`src/rtl/screen_sequencer.sv`:
```
// Game lifecycle sequencer: tracks menu/ready/run/finished screens, latches the
// first finisher and enforces a minimum finished-screen hold before returning to menu.
//
// state    | meaning
// ---------+---------------------------------------------------------
// MENU     | menu screen shown; waits for the menu to be released
// READY    | race armed; waits for the first player movement
// RUN      | race in progress; waits for a finisher or an abort
// FINISHED | winner frozen; hold timer runs before menu is accepted
module screen_sequencer #(
    parameter int NUM_PLAYERS = 4,
    parameter int POS_W       = 7,
    parameter int MAX_POS     = 109,
    parameter int HOLD_CYCLES = 1024,
    localparam int ID_W       = (NUM_PLAYERS > 1) ? $clog2(NUM_PLAYERS) : 1
) (
    input  logic                         clk,
    input  logic                         rst_n,
    input  logic [NUM_PLAYERS*POS_W-1:0] player_pos,
    input  logic                         is_in_menu,
    output logic [1:0]                   current_screen,
    output logic [ID_W-1:0]              winner_id,
    output logic                         winner_valid,
    output logic                         screen_changed
);

    localparam int HOLD_W = (HOLD_CYCLES > 0) ? $clog2(HOLD_CYCLES + 1) : 1;
    localparam logic [HOLD_W-1:0] HOLD_MAX = HOLD_W'(HOLD_CYCLES);
    localparam logic [POS_W-1:0]  FIN_POS  = POS_W'(MAX_POS);

    typedef enum logic [1:0] {
        S_MENU     = 2'b00,
        S_RUN      = 2'b01,
        S_FINISHED = 2'b10,
        S_READY    = 2'b11
    } state_t;

    state_t            state_q;
    state_t            state_d;
    logic [HOLD_W-1:0] hold_cnt;
    logic              hold_done;
    logic              any_finished;
    logic              any_moved;
    logic [ID_W-1:0]   first_fin;
    logic              latch_winner;
    logic              clear_winner;

    // Scan from the top index down so the lowest finished index wins ties.
    always_comb begin
        any_finished = 1'b0;
        any_moved    = 1'b0;
        first_fin    = '0;
        for (int i = NUM_PLAYERS - 1; i >= 0; i--) begin
            if (player_pos[i*POS_W +: POS_W] >= FIN_POS) begin
                any_finished = 1'b1;
                first_fin    = ID_W'(i);
            end
            if (player_pos[i*POS_W +: POS_W] != '0) begin
                any_moved = 1'b1;
            end
        end
    end

    assign hold_done = (hold_cnt == HOLD_MAX);

    always_comb begin
        state_d      = state_q;
        latch_winner = 1'b0;
        unique case (state_q)
            S_MENU: begin
                if (!is_in_menu) state_d = S_READY;
            end
            S_READY: begin
                if (is_in_menu) begin
                    state_d = S_MENU;
                end else if (any_finished) begin
                    state_d      = S_FINISHED;
                    latch_winner = 1'b1;
                end else if (any_moved) begin
                    state_d = S_RUN;
                end
            end
            S_RUN: begin
                if (is_in_menu) begin
                    state_d = S_MENU;
                end else if (any_finished) begin
                    state_d      = S_FINISHED;
                    latch_winner = 1'b1;
                end
            end
            S_FINISHED: begin
                if (hold_done && is_in_menu) state_d = S_MENU;
            end
            default: state_d = S_MENU;
        endcase
        clear_winner = (state_d == S_MENU) && (state_q != S_MENU);
    end

    always_ff @(posedge clk or negedge rst_n) begin
        if (!rst_n) begin
            state_q        <= S_MENU;
            screen_changed <= 1'b0;
            winner_id      <= '0;
            winner_valid   <= 1'b0;
            hold_cnt       <= '0;
        end else begin
            state_q        <= state_d;
            screen_changed <= (state_d != state_q);
            if (latch_winner) begin
                winner_id    <= first_fin;
                winner_valid <= 1'b1;
            end else if (clear_winner) begin
                winner_id    <= '0;
                winner_valid <= 1'b0;
            end
            // Counter only moves while holding; it saturates at the hold limit.
            if (latch_winner) begin
                hold_cnt <= '0;
            end else if (state_q == S_FINISHED && !hold_done) begin
                hold_cnt <= hold_cnt + 1'b1;
            end
        end
    end

    assign current_screen = state_q;

endmodule

```
`config.mk`:
```
export PLATFORM = sky130hd
export DESIGN_NAME = screen_sequencer
export DESIGN_NICKNAME = d
export VERILOG_FILES = /design/src/rtl/screen_sequencer.sv
export SDC_FILE = /design/constraint.sdc
export NUM_CORES = 1
export LEC_CHECK = 0
export ABC_AREA = 1
export CAP_MARGIN = 10
export CORE_MARGIN = 2
export CORE_UTILIZATION = 25
export CTS_BUF_LIST = sky130_fd_sc_hd__clkbuf_16
export DETAILED_ROUTE_END_ITERATION = 10
export PLACE_DENSITY_LB_ADDON = 0.3
export SLEW_MARGIN = 20
export SYNTH_ARGS = -nofsm -noshare
export SYNTH_HDL_FRONTEND = slang
export SYNTH_SLANG_ARGS = --single-unit
```
`constraint.sdc`:
```
create_clock -name clk -period 2.8 [get_ports clk]
set_input_delay 0.42 -clock clk [delete_from_list [all_inputs] [get_ports clk]]
set_output_delay 0.42 -clock clk [all_outputs]
set_load 0.02 [all_outputs]
```
==> flow_summary.json, run 1 <==
{
  "fin_cells": 297,
  "grt_max_degree": 18,
  "layout_commonest_cell": "nand2_1",
  "synth_area_per_cell_sq_um": 6.582,
  "cts_setup_buffers": 0,
  "clk_latency_ps": 250,
  "drc_errors": 0,
  "areaGrowthSynthToFinish_pct": 40.20,
  "cts.hold.buffers_added": 0,
  "place_hpwl_mm": 2.311,
  "worstHoldStart": "winner_valid$_DFFE_PN0P_",
  "dpl_cell_area_sq_um": 1689,
  "ant_nets": 0,
  "rr_worst_depth": 11,
  "arrival_ps": 2070,
  "layout_common_cells": "nand2_1, inv_1, clkdlybuf4s50_1",
  "initialDrtViolationCount": 32,
  "power_mw": 1.276,
  "cts.path.max_buffers": 2,
  "end_kind": "register",
  "status": "finished clean",
  "max_freq_mhz": 530.3,
  "critPathKind": "reg2reg",
  "dpl.cell_count": 293,
  "synth_nets": 225,
  "r2r_slack_ps": 910,
  "diodes": 0,
  "crit_fanout": 11,
  "dr.pass1.iters": 4,
  "setup_viol": 0,
  "period_needed_ps": 1886,
  "die-area_sq_um": 5639,
  "wl_per_cell_microns": 9.673,
  "start_util_pct": 26.41,
  "hp-class": "reg2reg",
  "r2r-end": "hold_cnt[5]$_DFFE_PN0P_",
  "crit_required_ps": 2980,
  "root_buffer": "clkbuf_16",
  "finalWirelength_mm": 2.873,
  "p_leak_nw": 0.8692,
  "nNetsFinal": 264,
  "port_buffers": 36,
  "tns_ps": 0,
  "ys_seq_area_share_pct": 33.66,
  "timing.final.crit_share_pct": 67.35,
  "startpoint": "hold_cnt[0]$_DFFE_PN0P_",
  "rows": 25,
  "clock_skew_ps": 7.929,
  "r2r_start": "hold_cnt[0]$_DFFE_PN0P_",
  "antenna_found_initial": 0,
  "gp_congestion": 0.7673,
  "relSlewSlack_pct": 46.97,
  "drv_slew": 0,
  "vias_per_cell": 4.192,
  "cts_tree": "done",
  "cap_violations": 0,
  "ys_seq_elements": 17,
  "rsz0062_at_grt": "no",
  "overflow": 0,
  "cp-start-kind": "register",
  "ys_warn_count": 0,
  "cts_inserted_buffers": 3,
  "power_per_cell_area_nw_per_um2": 720.4,
  "grtUsageTotal_pct": 11.61,
  "grt_pass1_vias": 1187,
  "final_area_sq_um": 1772,
  "syn_area_sq_um": 1264,
  "syn_inst": 192,
  "dr_total_vias": 1245,
  "synth.distinct_cells": 24,
  "finalHoldViolCount": 0,
  "path_clk_slew_ps": 60,
  "hold_path_depth": 2,
  "peakVddDrop_v": 0.0003824,
  "cts.sinks": 17,
  "worstSetupEndpoint": "hold_cnt[5]$_DFFE_PN0P_",
  "fp.coreArea_sq_um": 4786,
  "layout-drive-gt1-share_pct": 8.261,
  "tightest_slew_ps": 793.0,
  "die_y_microns": 75.10,
  "cts_resized": 0,
  "io_pins": 37,
  "dieWidth_microns": 75.10,
  "grt_pass1_wl_mm": 5.043,
  "cts_htree_levels": 1
}
## routing by layer
metal	share of wire [%]	GRT usage [%]	vias up
li1	-	-	666
met1	52	15.60	558
met2	44	18.62	19
met3	2.7	2.142	2
met4	1.1	4.167	0
met5	0	0	-
## critical path, cell delays in order, from the launching register on
cell	delay, ps
dfrtp_1	430
inv_1	80
ha_1	220
nand4_2	100
nor3_2	50
nor2_2	380
nand3b_1	180
nor2_1	120
nand2_1	70
nand2_1	60
nand2_1	40
nor2_1	70
## synthesized netlist by cell type (all sizes together)
library cell / n / area (sq um)
ha: 2 / 25.02
dfrtp: 17 / 425.4
nand4: 5 / 37.53
a21oi: 3 / 15.01
nand3b: 1 / 7.510
inv: 42 / 157.6
nor2: 25 / 118.9
nor4: 1 / 12.51
nand2: 53 / 211.5
o21ai: 9 / 45.04
buf: 2 / 18.77
nor3: 7 / 40.04
xor2: 5 / 43.79
nand3: 20 / 105.1
## power breakdown
group          leakage (nW)  switching [mW]  internal [mW]
clock                0.0371           0.102          0.193
sequential            0.218          0.0770          0.329
combinational         0.614           0.347          0.229
## sequential cells by signal (all words and copies together), names as in the netlist
register        count
current_screen      2
winner_id           2
winner_valid        1
hold_cnt           11
screen_changed      1
## area by class of cell
cell class	count	area, sq um
timing repair buffer	36	360.3
inverter	42	157.7
clock inverter	1	7.507
clock buffer	3	75.07
tap	67	83.83
multi-input combinational	131	661.9
fill	499	3014
sequential	17	425.4
## how the worst min path moves through the flow
stage / endpoint / slack (ps)
after floorplan: current_screen[0]$_DFF_PN0_ / 120
after global placement: winner_id[1]$_DFFE_PN0P_ / 490
after detailed placement: winner_valid$_DFFE_PN0P_ / 480
after CTS: winner_valid$_DFFE_PN0P_ / 500
after global routing: winner_valid$_DFFE_PN0P_ / 520
final: winner_valid$_DFFE_PN0P_ / 500
## kinds of logic after synthesis
group | after synthesis | share of synthesized area [%]
adder cells (fa/ha/maj) | 2 | 1.980
flip-flops | 17 | 33.66
XOR/XNOR | 5 | 3.465
AO/OA/AOI/OAI | 12 | 4.752
buffers and inverters | 44 | 13.96
AND/OR/NAND/NOR | 112 | 42.18
## metrics by stage
stage	util (%)	setup slack (ps)	hold slack, ps
after CTS	37.02	889.4	503.0
after floorplan	-	1343	124.4
final	37.02	914.2	500.2
after global routing	37.02	703.1	522.6
after global placement	35.29	751.9	492.3
after detailed placement	35.29	728.7	481.6
No activity file was read; power rests on OpenSTA's default activity.
==> run 2, diff against run 1 <==
- clock period: 2.8 -> 1.75 ns (I/O delays scaled with it)
==> run 2 against run 1 <==
Global-route usage about the same. Clock power is 53% higher. Worst hold slack worse by 160 ps. Clock-buffer cell count unchanged. Flip-flop and latch count unchanged. First-iteration DRC count grew 84%. Worst setup slack got worse by 760 ps. Sequential share of layout area shrank 1.9 points. Final area is 8.5% higher. Via count is 4.3% higher. Power up 72%. Non-clock buffer count is 18 higher.
==> flow_summary.json, run 2 (synthesis results as in run 1) <==
{
  "cts.sinks": 17,
  "port_buffers": 36,
  "p_leak_nw": 0.9697,
  "diodes": 0,
  "grt_use_met1_pct": 15.22,
  "layout_commonest_cell": "nand2_1",
  "io_pins": 37,
  "cts_htree_levels": 1,
  "clk_latency_ps": 250,
  "cts.path.max_buffers": 2,
  "setup_viol": 0,
  "final_util_pct": 40.16,
  "top_register": "hold_cnt",
  "largest_reg_flops": 11,
  "critPathKind": "reg2reg",
  "layout-drive-gt1-share_pct": 16.13,
  "peakVddDrop_v": 0.0004390,
  "grt_pass1_wl_mm": 5.119,
  "grtUsageTotal_pct": 11.65,
  "period_needed_ps": 1596,
  "gp_congestion": 0.8828,
  "hp-class": "in2async",
  "busiest_layer": "met2",
  "grt_max_degree": 18,
  "finalHoldViolCount": 0,
  "nNetsFinal": 282,
  "grt_pass1_vias": 1202,
  "cts_inserted_buffers": 3,
  "power_mw": 2.192,
  "dieWidth_microns": 75.10,
  "relSlewSlack_pct": 82.19,
  "max_freq_mhz": 626.5,
  "drv_slew": 0,
  "start_util_pct": 26.41,
  "drc_errors": 0,
  "dr.pass1.iters": 4,
  "areaGrowthSynthToFinish_pct": 52.08,
  "vias_per_cell": 4.124,
  "n_fill_cell": 500,
  "finalWirelength_mm": 2.977,
  "dr_total_vias": 1299,
  "root_buffer": "clkbuf_16",
  "cp-start-kind": "register",
  "initialDrtViolationCount": 59,
  "cap_violations": 0,
  "power_per_cell_area_nw_per_um2": 1140,
  "end_kind": "register",
  "place_hpwl_mm": 2.453,
  "die_y_microns": 75.10,
  "layout_common_cells": "nand2_1, inv_1, clkdlybuf4s50_1",
  "arrival_ps": 1740,
  "cts_setup_buffers": 0,
  "rows": 25,
  "die-area_sq_um": 5639,
  "overflow": 0,
  "tightest_slew_ps": 265.0,
  "rsz0062_at_grt": "no",
  "status": "finished clean",
  "clock_skew_ps": 1.912,
  "wl_per_cell_microns": 9.451,
  "met3_usage_pct": 2.410,
  "cts_tree": "done",
  "ant_nets": 0,
  "use_met2_pct": 18.81,
  "path_clk_slew_ps": 50,
  "antenna_found_initial": 0,
  "timing.final.crit_share_pct": 91.20,
  "crit_required_ps": 1890,
  "fp.coreArea_sq_um": 4786,
  "crit_fanout": 4
}
run 2: changes by cell type in the layout (fill, tap and decap cells not counted), sizes merged:
cell and change:
buf +18, clkinvlp -1, inv +1
run 2: path summary, 6_finish.rpt:
| check | startpoint | to | slack (ps) | cells past startpoint |
|---|---|---|---|---|
| setup / recovery | hold_cnt[1]$_DFFE_PN0P_ | winner_id[0]$_DFFE_PN0P_ | 150 | 11 |
| hold / removal | rst_n | hold_cnt[8]$_DFFE_PN0P_ | 340 | 2 |
| setup reg to reg | hold_cnt[1]$_DFFE_PN0P_ | winner_id[0]$_DFFE_PN0P_ | 150 | 11 |
| hold reg to reg | winner_valid$_DFFE_PN0P_ | winner_valid$_DFFE_PN0P_ | 480 | 2 |
| max in group asynchronous | rst_n | winner_id[1]$_DFFE_PN0P_ | 1230 | 2 |
| min in group clk | winner_valid$_DFFE_PN0P_ | winner_valid$_DFFE_PN0P_ | 480 | 2 |
run 2: timing repair:
item	in CTS	in global routing
setup endpoints to repair	0	4
gates resized for setup	0	6
hold buffers	0	0
run 2: metrics by stage:
step                setup TNS [ps]  hold slack [ps]  std cells  area (sq um)  setup slack, ps
floorplan                        0           -33.09        192          1264            293.3
global placement            -423.2            470.3        311          1824           -104.8
detailed placement          -692.8            469.5        311          1824           -99.84
CTS                              0            342.4        315          1903            81.72
global route                     0            369.9        315          1922            2.999
finish                           0            335.6        315          1922            153.9
run 2: critical path: stages, from the launching register on:
cell and delay, ps:
dfrtp_1 420, inv_2 80, ha_1 160, nand4_2 130
nor3_4 200, nand3_1 100, nand2_1 70, nand2_1 60
nand2_2 70, nand2_2 70, nand3_1 70, nand2_1 50
run 2: area by class of cell:
| class | count | area, sq um | area share (%) |
|---|---|---|---|
| multi-input combinational | 131 | 680.7 | 35.42 |
| clock inverter | 1 | 3.754 | 0.1953 |
| tap | 67 | 83.83 | 4.362 |
| inverter | 42 | 157.7 | 8.203 |
| sequential | 17 | 425.4 | 22.14 |
| timing repair buffer | 54 | 495.5 | 25.78 |
| clock buffer | 3 | 75.07 | 3.906 |
run 2: power breakdown:
part / internal [mW] / total, mW / switching, mW
sequential: 0.527 / 0.636 / 0.108
clock: 0.303 / 0.452 / 0.149
combinational: 0.480 / 1.10 / 0.623
run 2: routing by layer:
| layer | up-vias | share of wire (%) |
|---|---|---|
| met5 | - | 0 |
| met4 | 0 | 2.0 |
| met3 | 6 | 2.4 |
| met2 | 21 | 47 |
| met1 | 572 | 49 |
| li1 | 700 | - |
==> run 3, diff against run 2 <==
- CAP_MARGIN: 10 -> 5
- CORE_ASPECT_RATIO: default -> 0.7
==> run 3 against run 2 <==
Combinational power is 8% higher. Register-to-register slack worse by 20 ps. Worst hold slack better by 2.9 ps. Global-route usage hardly changed. Final cell count is 1.6% higher. Flip-flop and latch count stayed put. Clock-buffer cell count stayed put. Utilization is 1.1 points higher. Power is 3.6% higher. Clock skew is 2.8 ps higher. Sequential share of layout area is 0.79 points lower.
==> flow_summary.json, run 3 (synthesis results as in run 1) <==
{
  "diodes": 0,
  "fp.coreArea_sq_um": 4835,
  "rr_worst_depth": 11,
  "dieWidth_microns": 88.98,
  "startpoint": "hold_cnt[1]$_DFFE_PN0P_",
  "ant_nets": 0,
  "fin_ws_ps": 132.9,
  "cts.path.max_buffers": 2,
  "n_fill_cell": 499,
  "cts.hold.buffers_added": 0,
  "arrival_ps": 1750,
  "power_per_cell_area_nw_per_um2": 1139,
  "final_util_pct": 41.23,
  "crit_fanout": 3,
  "p_leak_nw": 1.000,
  "maxUsedRoutingLayer": "met4",
  "critPathKind": "reg2reg",
  "peakVddDrop_v": 0.0004060,
  "clk_latency_ps": 250,
  "final_area_sq_um": 1993,
  "root_buffer": "clkbuf_16",
  "clock_skew_ps": 4.724,
  "crit_chain": "inv_2 > ha_2 > nand4_2 > nor3_4 > nand3_1 > nand2_1 > nand2_1 > nand2_2 > nand2_2 > nand3_1 > nand2_1",
  "max_freq_mhz": 618.4,
  "cts_htree_levels": 1,
  "place_hpwl_mm": 2.498,
  "vias_per_cell": 3.972,
  "largest_reg_flops": 11,
  "grt_pass1_vias": 1252,
  "die-area_sq_um": 5649,
  "period_needed_ps": 1617,
  "layout-drive-gt1-share_pct": 18.73,
  "cp_num_buf_inv": 1,
  "drv_slew": 0,
  "grt_pass1_wl_mm": 5.368,
  "nNetsFinal": 285,
  "dpl_cell_area_sq_um": 1864,
  "finalHoldViolCount": 0,
  "cts_tree": "done",
  "setup_viol": 0,
  "dp_slack_ps": -74.53,
  "cap_violations": 0,
  "hp-class": "in2async",
  "layout_common_cells": "nand2_1, inv_1, clkdlybuf4s50_1",
  "layout_commonest_cell": "nand2_1",
  "wl_per_cell_microns": 9.259,
  "rsz0062_at_grt": "no",
  "tightest_slew_ps": 312.9,
  "end_kind": "register",
  "cp_common_cell": "nand2_1",
  "status": "finished clean",
  "timing.final.crit_share_pct": 92.40,
  "r2r-end": "winner_id[1]$_DFFE_PN0P_",
  "wl_met2_mm": 1.285,
  "r2r_start": "hold_cnt[1]$_DFFE_PN0P_",
  "cts_inserted_buffers": 3,
  "wl_met3_microns": 59,
  "grtUsageTotal_pct": 11.70,
  "r2r_slack_ps": 130,
  "cp-start-kind": "register",
  "dr_total_vias": 1271,
  "dr.pass1.iters": 4,
  "crit_required_ps": 1880,
  "overflow": 0,
  "finalWirelength_mm": 2.963,
  "die_y_microns": 63.49,
  "drc_errors": 0,
  "antenna_found_initial": 0,
  "gp_congestion": 0.7841,
  "routedLengthMet1_mm": 1.600,
  "worstSetupEndpoint": "winner_id[1]$_DFFE_PN0P_",
  "rows": 21,
  "grt_max_degree": 18,
  "top_register": "hold_cnt",
  "crit_cells": 11,
  "slowest_delay_ps": 400,
  "relSlewSlack_pct": 78.97,
  "path_clk_slew_ps": 50,
  "areaGrowthSynthToFinish_pct": 57.72,
  "initialDrtViolationCount": 41,
  "start_util_pct": 26.14,
  "cp_top_family": "simple AND/OR/NAND/NOR gates",
  "port_buffers": 36,
  "io_pins": 37,
  "multiInputGateArea_sq_um": 689.4,
  "cts.sinks": 17,
  "cpMaxStageDelayCell": "dfrtp_1",
  "seqCellArea_sq_um": 425.4
}
[run 3: changes by cell type in the layout (fill, tap and decap cells not counted)]
cell     previous run  this run
buf_12              0         3
nor2_1             18        19
inv_2               3         4
ha_1                2         1
ha_2                0         1
o21ai_2             0         1
nand2_2             4         6
o21ai_1             8         7
inv_1              40        39
nor2_2              4         3
nand2_1            48        46
[run 3: area by class of cell]
class	instances	area share [%]
Multi-Input combinational cell	131	34.59
Timing Repair Buffer	57	27.87
Sequential cell	17	21.34
Inverter	42	7.910
Tap cell	69	4.331
Clock buffer	3	3.766
Clock inverter	1	0.1883
[run 3: what timing repair did]
item	4_1_cts	5_1_grt
endpoints found under the setup margin	0	6
gates resized for setup	0	10
setup buffers	0	3
[run 3: how the worst min path moves through the flow]
stage                                        start                           to  slack [ps]  cells past startpoint
final                                        rst_n      hold_cnt[9]$_DFFE_PN0P_         340                      2
after global routing                         rst_n      hold_cnt[9]$_DFFE_PN0P_         360                      2
after CTS                                    rst_n      hold_cnt[9]$_DFFE_PN0P_         340                      2
after detailed placement  winner_valid$_DFFE_PN0P_     winner_valid$_DFFE_PN0P_         460                      2
after global placement    winner_valid$_DFFE_PN0P_     winner_valid$_DFFE_PN0P_         460                      2
after floorplan                              rst_n  current_screen[0]$_DFF_PN0_         -30                      0
[run 3: metal layers]
metal	vias to the layer above	GRT usage, %
li1	711	-
met5	-	0
met4	0	1.679
met2	15	18.66
met1	543	16.63
met3	2	2.359
[run 3: through the flow]
step | power, mW | TNS [ps] | hold WS [ps] | instances
2_1_floorplan | 1.288 | 0 | -33.09 | 192
3_3_place_gp | 1.737 | -667.3 | 464.5 | 313
3_5_place_dp | 1.742 | -613.9 | 460.8 | 313
4_1_cts | 2.200 | 0 | 341.9 | 317
5_1_grt | 2.473 | 0 | 363.8 | 320
6_report | 2.271 | 0 | 338.4 | 320
[run 3: where the power goes]
part,switching (mW),internal (mW)
clock network,0.139,0.303
registers,0.108,0.528
logic,0.637,0.556
